==> config.mk <==
export PLATFORM = sky130hd
export DESIGN_NAME = serial_subtractor_flat
export DESIGN_NICKNAME = d
export VERILOG_FILES = /design/src/rtl/serial_subtractor_if.sv /design/src/rtl/serial_subtractor.sv /design/src/flat_wrapper.sv
export SDC_FILE = /design/constraint.sdc
export NUM_CORES = 1
export LEC_CHECK = 0
export CELL_PAD_IN_SITES_DETAIL_PLACEMENT = 1
export CELL_PAD_IN_SITES_GLOBAL_PLACEMENT = 1
export CORE_MARGIN = 2
export CORE_UTILIZATION = 43
export CTS_BUF_LIST = sky130_fd_sc_hd__clkbuf_8
export DETAILED_ROUTE_END_ITERATION = 12
export GPL_ROUTABILITY_DRIVEN = 0
export GPL_TIMING_DRIVEN = 0
export PLACE_DENSITY = 0.88
export SLEW_MARGIN = 20
export SYNTH_ARGS = -nofsm -noshare
export SYNTH_HDL_FRONTEND = slang
export SYNTH_SLANG_ARGS = --single-unit
==> constraint.sdc <==
create_clock -name clock_top_i -period 3.7 [get_ports clock_top_i]
set_clock_uncertainty 0.1 [all_clocks]
set_input_delay 0.74 -clock clock_top_i [delete_from_list [all_inputs] [get_ports clock_top_i]]
set_output_delay 0.74 -clock clock_top_i [all_outputs]
set_load 0.05 [all_outputs]
==> src/rtl/serial_subtractor_if.sv <==
// Operand/start/result bundle shared by the serial subtractor and serial adder.
// The controller drives the master side and the arithmetic block drives the slave side.
interface serial_subtractor_if #(
  parameter int WIDTH = 8
);
  logic             start_top_i;
  logic [WIDTH-1:0] a_top_i;
  logic [WIDTH-1:0] b_top_i;
  logic             busy_o;
  logic             done_o;
  logic [WIDTH:0]   final_diff_o;

  modport master (
    output start_top_i,
    output a_top_i,
    output b_top_i,
    input  busy_o,
    input  done_o,
    input  final_diff_o
  );

  modport slave (
    input  start_top_i,
    input  a_top_i,
    input  b_top_i,
    output busy_o,
    output done_o,
    output final_diff_o
  );
endinterface

==> src/rtl/serial_subtractor.sv <==
// Bit-serial subtractor: LSB-first through a one-bit full subtractor with a registered borrow.
// Publishes {borrow_out, difference} with a one-cycle done pulse, WIDTH+1 clocks after start.
//
// state    | meaning
// ---------+------------------------------------------------------------
// ST_IDLE  | waiting for start; operands captured on the accepting edge
// ST_SHIFT | one difference bit per clock, WIDTH clocks
// ST_DONE  | publish {borrow, result} and pulse done
module serial_subtractor #(
  parameter int WIDTH = 8
) (
  input logic                clock_top_i,
  input logic                reset_top_i,
  serial_subtractor_if.slave bus
);

  localparam int CW = (WIDTH > 2) ? $clog2(WIDTH) : 1;
  localparam logic [CW-1:0] LAST_BIT = CW'(WIDTH - 1);

  localparam logic [1:0] ST_IDLE  = 2'd0;
  localparam logic [1:0] ST_SHIFT = 2'd1;
  localparam logic [1:0] ST_DONE  = 2'd2;

  logic [1:0]       state;
  logic [WIDTH-1:0] a_sr;
  logic [WIDTH-1:0] b_sr;
  logic [WIDTH-1:0] res_sr;
  logic             borrow;
  logic [CW-1:0]    count;
  logic             done;
  logic [WIDTH:0]   final_diff;

  logic diff_bit;
  logic borrow_nxt;

  always_comb begin
    diff_bit   = a_sr[0] ^ b_sr[0] ^ borrow;
    borrow_nxt = (~a_sr[0] & b_sr[0]) | (~(a_sr[0] ^ b_sr[0]) & borrow);
  end

  always_ff @(posedge clock_top_i) begin
    if (reset_top_i) begin
      state      <= ST_IDLE;
      a_sr       <= '0;
      b_sr       <= '0;
      res_sr     <= '0;
      borrow     <= 1'b0;
      count      <= '0;
      done       <= 1'b0;
      final_diff <= '0;
    end else begin
      done <= 1'b0;
      case (state)
        ST_IDLE: begin
          if (bus.start_top_i) begin
            a_sr   <= bus.a_top_i;
            b_sr   <= bus.b_top_i;
            res_sr <= '0;
            borrow <= 1'b0;
            count  <= '0;
            state  <= ST_SHIFT;
          end
        end
        ST_SHIFT: begin
          // difference enters at the MSB so the first bit lands in bit 0 after WIDTH shifts
          res_sr <= {diff_bit, res_sr[WIDTH-1:1]};
          a_sr   <= {1'b0, a_sr[WIDTH-1:1]};
          b_sr   <= {1'b0, b_sr[WIDTH-1:1]};
          borrow <= borrow_nxt;
          count  <= count + 1'b1;
          if (count == LAST_BIT) begin
            state <= ST_DONE;
          end
        end
        ST_DONE: begin
          final_diff <= {borrow, res_sr};
          done       <= 1'b1;
          state      <= ST_IDLE;
        end
        default: begin
          state <= ST_IDLE;
        end
      endcase
    end
  end

  assign bus.busy_o       = (state != ST_IDLE);
  assign bus.done_o       = done;
  assign bus.final_diff_o = final_diff;

endmodule

==> src/flat_wrapper.sv <==
// flat-port wrapper written by rule: the top's interface ports become plain ports
module serial_subtractor_flat 
#(
  parameter int WIDTH = 8
)
  (clock_top_i, reset_top_i, bus_start_top_i, bus_a_top_i, bus_b_top_i, bus_busy_o, bus_done_o, bus_final_diff_o);
  serial_subtractor_if #(.WIDTH(WIDTH)) bus_i ();
  input logic clock_top_i;
  input logic reset_top_i;
  input wire logic [$bits(bus_i.start_top_i)-1:0] bus_start_top_i;
  input wire logic [$bits(bus_i.a_top_i)-1:0] bus_a_top_i;
  input wire logic [$bits(bus_i.b_top_i)-1:0] bus_b_top_i;
  output wire logic [$bits(bus_i.busy_o)-1:0] bus_busy_o;
  output wire logic [$bits(bus_i.done_o)-1:0] bus_done_o;
  output wire logic [$bits(bus_i.final_diff_o)-1:0] bus_final_diff_o;
  assign bus_i.start_top_i = bus_start_top_i;
  assign bus_i.a_top_i = bus_a_top_i;
  assign bus_i.b_top_i = bus_b_top_i;
  assign bus_busy_o = bus_i.busy_o;
  assign bus_done_o = bus_i.done_o;
  assign bus_final_diff_o = bus_i.final_diff_o;
  serial_subtractor #(.WIDTH(WIDTH)) u_core (.clock_top_i(clock_top_i), .reset_top_i(reset_top_i), .bus(bus_i));
endmodule
==> results.py, run 1 <==
metrics = {
    "setup_path": {
        "path_buf_inv": 2,
        "critPathArrivalTime_ns": 1.99,
        "r2r_cells": 5,
        "end_kind": "primary output",
        "path_depth": 3,
        "crit_slowest_cell": "clkdlybuf4s50_1",
        "cp_max_fo": 10,
        "cp_top_family": "buffers and inverters",
        "cp-start-kind": "register",
        "cp.required_ns": 2.86,
        "crit_type": "register to primary output",
        "slowest_delay_ns": 0.79,
        "path_cells": "clkbuf_1 > or2_2 > clkdlybuf4s50_1",
    },
    "detailed_routing": {
        "dr.pass1.iters": 4,
        "drt_iter0_markers": 87,
        "viasPerCell": 5.48,
        "vias": 1408,
        "final_antenna_net_count": 0,
        "drc": 0,
        "wl_um": 3960,
        "wl_per_cell_um": 15.4,
    },
    "cts": {
        "root_buffer": "clkbuf_8",
        "cts.sinks": 40,
        "clkTransAtPathRegs_ns": 0.07,
        "numCtsBuffers": 5,
        "cts_resized": 0,
        "cts_max_level": 2,
        "ctsHoldBuffers": 0,
        "cts_setup_buffers": 0,
        "cts_tree": "done",
        "clock_latency_ns": 0.29,
        "cts_buffer_depth": 2,
    },
    "synth": {
        "async_flop_share_pct": 0,
        "yosysWarningCount": 0,
        "yosysTopAreaCell": "dfxtp_1",
        "ys_ff_latch": 40,
        "avgSynthCellArea_um2": 9.08,
        "synth_cells": 174,
        "synthTopCellsByArea": "dfxtp_1 (51%), a22o_1 (14%), nand2_1 (11%)",
        "synth_top_area_share_pct": 50.7,
        "synth.distinct_cells": 22,
        "synth_area_um2": 1580,
        "ys_top_cells_by_count": "nand2_1 (47), dfxtp_1 (40), a22o_1 (25)",
        "ys_dominant_reg_cell": "dfxtp_1",
        "seq_area_frac_synth_pct": 50.7,
        "synth_edf_count": 0,
        "yosysMostFrequentCell": "nand2_1",
        "synth_fp_nets": 196,
    },
    "timing": {
        "report.final.slew_viol_count": 0,
        "worst_pin_slew_ns": 0.499,
        "hold_viol": 0,
        "grt_setup_unrepaired": "no",
        "tns_ns": 0,
        "period_share_pct": 76.6,
        "slew_headroom_pct": 66.7,
        "fin_crit_ns": 2.83,
        "fmax_mhz": 353,
        "setup_viol": 0,
    },
    "grt": {
        "antenna_found_initial": 0,
        "grt_pass1_wl_um": 6570,
        "gr-total-overflow": 0,
        "grt_pass1_vias": 1437,
        "grt_max_degree": 12,
        "grt.total_usage_pct": 20.8,
    },
    "outcome": {
        "status": "finished, final reports clean",
    },
    "power_and_ir_drop": {
        "total_power_uw": 847,
        "p_leak_uw": 0.000782,
        "vdd.ir_drop.worst_v": 0.000186,
        "p_sw_uw": 195,
        "sw_frac_of_total_pct": 23.1,
        "power.internal_uw": 652,
        "clkPwrFrac_pct": 36.6,
        "p_per_area_nw_per_um2": 420,
        "sequentialPowerShare_pct": 53.4,
        "p_comb_share_pct": 10.1,
    },
    "die": {
        "die_y_um": 64.6,
        "top_level_ports": 30,
        "start_util_pct": 43.8,
        "die_x_um": 64.6,
        "coreArea_um2": 3610,
        "die_area_um2": 4180,
        "row_count": 22,
    },
    "layout": {
        "diodes": 0,
        "fin_nets": 231,
        "fin_cells": 257,
        "drive_gt1_share_pct": 8.61,
        "synthToLayoutAreaGrowth_pct": 27.6,
        "n_fill_cell": 418,
    },
    "placed_design": {
        "dpl.cell_count": 250,
        "io_buffers": 28,
        "dp_hpwl_um": 2810,
    },
    "hold_path": {
        "holdPathStages": 2,
        "hp-class": "register to register",
    },
    "flow_run": {
        "cap_violations": 0,
    },
}
## final cells by class
type / instances / area [um2] / area share, %
buffer: 15 / 93.8 / 4.65
clock buffer: 7 / 96.3 / 4.78
inverter: 2 / 7.51 / 0.372
multi-input combinational: 117 / 678 / 33.6
sequential: 40 / 801 / 39.7
tap: 48 / 60.1 / 2.98
timing repair buffer: 28 / 280 / 13.9
## per-layer routing
layer	wire length (um)	vias up	global-route usage (%)
li1	-	667	-
met1	1630	702	23.1
met2	2100	31	38.2
met3	147	8	4.34
met4	72	0	8.78
met5	0	-	0
## power groups by stage
stage / sequential [uW] / clock (uW) / combinational, uW
after global placement: 461 / 0 / 79.3
after global routing: 454 / 332 / 93.8
after detailed placement: 462 / 0 / 85.0
after CTS: 452 / 316 / 85.8
after floorplan: 460 / 0 / 50.2
final: 452 / 310 / 85.3
## layout by cell type (no fill, tap or decap)
master           netlist  layout
a2111oi_0              1       1
a21oi_1               12      12
a22o_1                25      25
and2_1                 1       1
and3_1                 1       1
buf_2                  3       3
buf_4                  1       1
buf_6                  4       4
clkbuf_1               7       7
clkbuf_8               0       7
clkdlybuf4s50_1        0      28
dfxtp_1               40      40
fa_1                   1       1
ha_1                   2       2
inv_1                  2       2
nand2_1               47      47
nand2b_1               1       1
nand4bb_1              2       2
nor2_1                 2       2
nor2_2                 2       2
nor2b_1                1       1
o21ai_0               17      17
o21ba_1                1       1
or2_2                  1       1
## worst register-to-register path: stages (launching register included)
cell and delay (ns):
dfxtp_1 0.38, clkbuf_1 0.34, nand2b_1 0.10, clkbuf_1 0.24, nand2_1 0.15, a21oi_1 0.07
## sequential cells by signal (all words and copies together), names as in the netlist
name / cells
u_core.a_sr: 8
u_core.count: 3
u_core.bus.done_o: 1
u_core.res_sr: 8
u_core.bus.final_diff_o: 9
u_core.state: 2
u_core.b_sr: 8
u_core.borrow: 1
## through the flow
stage	instance area (um2)	setup WS [ns]	hold WS, ns	utilization (%)
2_1_floorplan	1580	1.95	0.332	-
3_3_place_gp	1920	1.28	0.341	53.3
3_5_place_dp	1920	1.24	0.348	53.3
4_1_cts	2020	0.863	0.365	55.9
5_1_grt	2020	0.782	0.383	55.9
6_report	2020	0.867	0.360	55.9
## cells by family after synthesis
group	after synthesis	share of synthesized area (%)
flops	40	50.7
fa+ha+maj	3	2.85
simple gates	58	15.8
buf+inv	17	6.41
compound gates	56	24.2
## final timing paths
check / start / endpoint / slack (ns)
worst min register to register: u_core.bus.final_diff_o[6]$_SDFFE_PP0P_ / u_core.bus.final_diff_o[6]$_SDFFE_PP0P_ / 0.36
worst max-delay path: u_core.state[1]$_SDFFE_PP0P_ / bus_busy_o / 0.87
worst max register to register: u_core.state[1]$_SDFFE_PP0P_ / u_core.bus.final_diff_o[7]$_SDFFE_PP0P_ / 2.19
worst min-delay path: u_core.bus.final_diff_o[6]$_SDFFE_PP0P_ / u_core.bus.final_diff_o[6]$_SDFFE_PP0P_ / 0.36
(Power assumes the default switching activity.)
==> run 2, diff against run 1 <==
- CORE_UTILIZATION: 43 -> 36
- PLACE_DENSITY: 0.88 -> 0.79
- clock period: 3.7 -> 2.5 ns (I/O delays scaled with it)
==> results.py, run 2 (synthesis results as in run 1) <==
metrics = {
    "outcome": {
        "status": "finished, final reports clean",
    },
    "detailed_routing": {
        "wl_um": 3580,
        "wl_per_cell_um": 13.7,
        "dr.pass1.iters": 4,
        "drt_iter0_markers": 72,
        "met1_length_um": 1700,
        "final_antenna_net_count": 0,
        "drc": 0,
        "dr.max_layer_used": "met4",
        "wl_met2_um": 1690,
        "vias": 1334,
        "viasPerCell": 5.09,
        "wl_met3_um": 143,
    },
    "hold_path": {
        "holdPathStages": 2,
        "worstHoldStart": "u_core.bus.final_diff_o[3]$_SDFFE_PP0P_",
        "hold_end": "u_core.bus.final_diff_o[3]$_SDFFE_PP0P_",
        "hp-class": "register to register",
    },
    "timing": {
        "setup_ws_ns": 0.236,
        "hold_viol": 0,
        "grt_setup_unrepaired": "no",
        "fmax_mhz": 442,
        "whs_ns": 0.356,
        "setup_viol": 0,
        "period_share_pct": 90.5,
        "tns_ns": 0,
        "slew_headroom_pct": 66.7,
        "worst_pin_slew_ns": 0.498,
        "fin_crit_ns": 2.26,
        "report.final.slew_viol_count": 0,
    },
    "setup_path": {
        "cp_top_family": "buffers and inverters",
        "path_cells": "clkbuf_1 > or2_2 > dlygate4sd2_1",
        "slowest_delay_ns": 0.51,
        "end_kind": "primary output",
        "r2r_end": "u_core.bus.final_diff_o[2]$_SDFFE_PP0P_",
        "cp.required_ns": 1.90,
        "path_buf_inv": 2,
        "r2r_slack_ns": 1.01,
        "crit_slowest_cell": "dlygate4sd2_1",
        "r2r-start": "u_core.state[1]$_SDFFE_PP0P_",
        "critPathArrivalTime_ns": 1.66,
        "crit_type": "register to primary output",
        "r2r_cells": 5,
        "cp_max_fo": 10,
        "cp-start-kind": "register",
    },
    "cts": {
        "cts_tree": "done",
        "cts_setup_buffers": 0,
        "numCtsBuffers": 5,
        "clkTransAtPathRegs_ns": 0.08,
        "root_buffer": "clkbuf_8",
        "cts_buffer_depth": 2,
        "ctsHoldBuffers": 0,
        "clock_latency_ns": 0.29,
        "cts.sinks": 40,
        "cts_max_level": 2,
    },
    "layout": {
        "final_util_pct": 47.1,
        "layout_commonest_cell": "nand2_1",
        "drive_gt1_share_pct": 9.05,
        "final_cell_mix": "nand2_1 (47), dfxtp_1 (40), clkdlybuf4s50_1 (27)",
        "diodes": 0,
        "largest_reg_flops": 9,
        "fin_nets": 231,
        "synthToLayoutAreaGrowth_pct": 27.9,
    },
    "placed_design": {
        "io_buffers": 28,
        "dp_hpwl_um": 2550,
        "place_ws_ns": 0.285,
    },
    "die": {
        "start_util_pct": 36.8,
        "die_area_um2": 4940,
        "coreArea_um2": 4290,
        "top_level_ports": 30,
        "die_y_um": 70.3,
        "row_count": 24,
        "die_x_um": 70.3,
    },
    "power_and_ir_drop": {
        "p_sw_uw": 306,
        "power.internal_uw": 941,
        "clkPwrFrac_pct": 36.7,
        "sequentialPowerShare_pct": 53.6,
        "vdd.ir_drop.worst_v": 0.000218,
        "p_comb_share_pct": 9.7,
        "sw_frac_of_total_pct": 24.6,
        "p_leak_uw": 0.000778,
        "p_per_area_nw_per_um2": 617,
    },
    "grt": {
        "gr-total-overflow": 0,
        "grt.total_usage_pct": 16.1,
        "antenna_found_initial": 0,
        "grt_max_degree": 14,
        "grt_pass1_vias": 1429,
        "grt_pass1_wl_um": 6350,
    },
    "flow_run": {
        "cap_violations": 0,
    },
}
==> run 2: cell count changes in the layout (fill, tap and decap cells not counted), sizes merged <==
| cell | change |
|---|---|
| dlygate4sd2 | +1 |
| clkinvlp | +2 |
| clkdlybuf4s50 | -1 |
| clkbuf | -1 |
==> run 2: how the worst max path moves through the flow <==
| stage | endpoint | cells after the start | from |
|---|---|---|---|
| floorplan | u_core.a_sr[5]$_SDFFE_PP0P_ | 6 | bus_start_top_i |
| global placement | bus_busy_o | 3 | u_core.state[1]$_SDFFE_PP0P_ |
| detailed placement | bus_busy_o | 3 | u_core.state[0]$_SDFFE_PP0P_ |
| CTS | bus_busy_o | 3 | u_core.state[1]$_SDFFE_PP0P_ |
| global route | bus_busy_o | 3 | u_core.state[0]$_SDFFE_PP0P_ |
| finish | bus_busy_o | 3 | u_core.state[1]$_SDFFE_PP0P_ |
==> run 2: cell type report <==
cell class	count	area, um2
Fill cell	508	2270
Inverter	2	7.51
Clock inverter	2	15.0
Buffer	15	93.8
Timing Repair Buffer	28	279
Clock buffer	6	82.6
Multi-Input combinational cell	117	678
Sequential cell	40	801
Tap cell	52	65.1
==> run 2: power by group through the flow <==
stage | combinational, uW | sequential, uW | clock (uW)
after global routing | 139 | 671 | 493
after global placement | 121 | 682 | 0
after detailed placement | 124 | 684 | 0
after CTS | 124 | 669 | 469
final | 121 | 668 | 457
after floorplan | 74.3 | 680 | 0
==> run 2: stage by stage <==
stage	instances	total power [uW]	instance area (um2)
final	262	1250	2020
after global routing	262	1300	2020
after CTS	262	1260	2020
after detailed placement	254	807	1930
after global placement	254	803	1930
after floorplan	174	754	1580
==> run 2: what timing repair did <==
item	4_1_cts	5_1_grt
gates resized for setup	1	0
endpoints found under the hold margin	0	0
setup endpoints to repair	1	0
==> run 2: layer usage <==
metal  track usage, %  up-vias
li1                 -      672
met1             20.5      634
met2             26.3       23
met3             4.33        5
met4             5.13        0
met5                0        -
==> run 2: worst register-to-register path, stage by stage, from the launching register on <==
cell	delay, ns
dfxtp_1	0.36
clkbuf_1	0.32
nand2b_1	0.13
clkbuf_1	0.25
nand2_1	0.13
a21oi_1	0.07
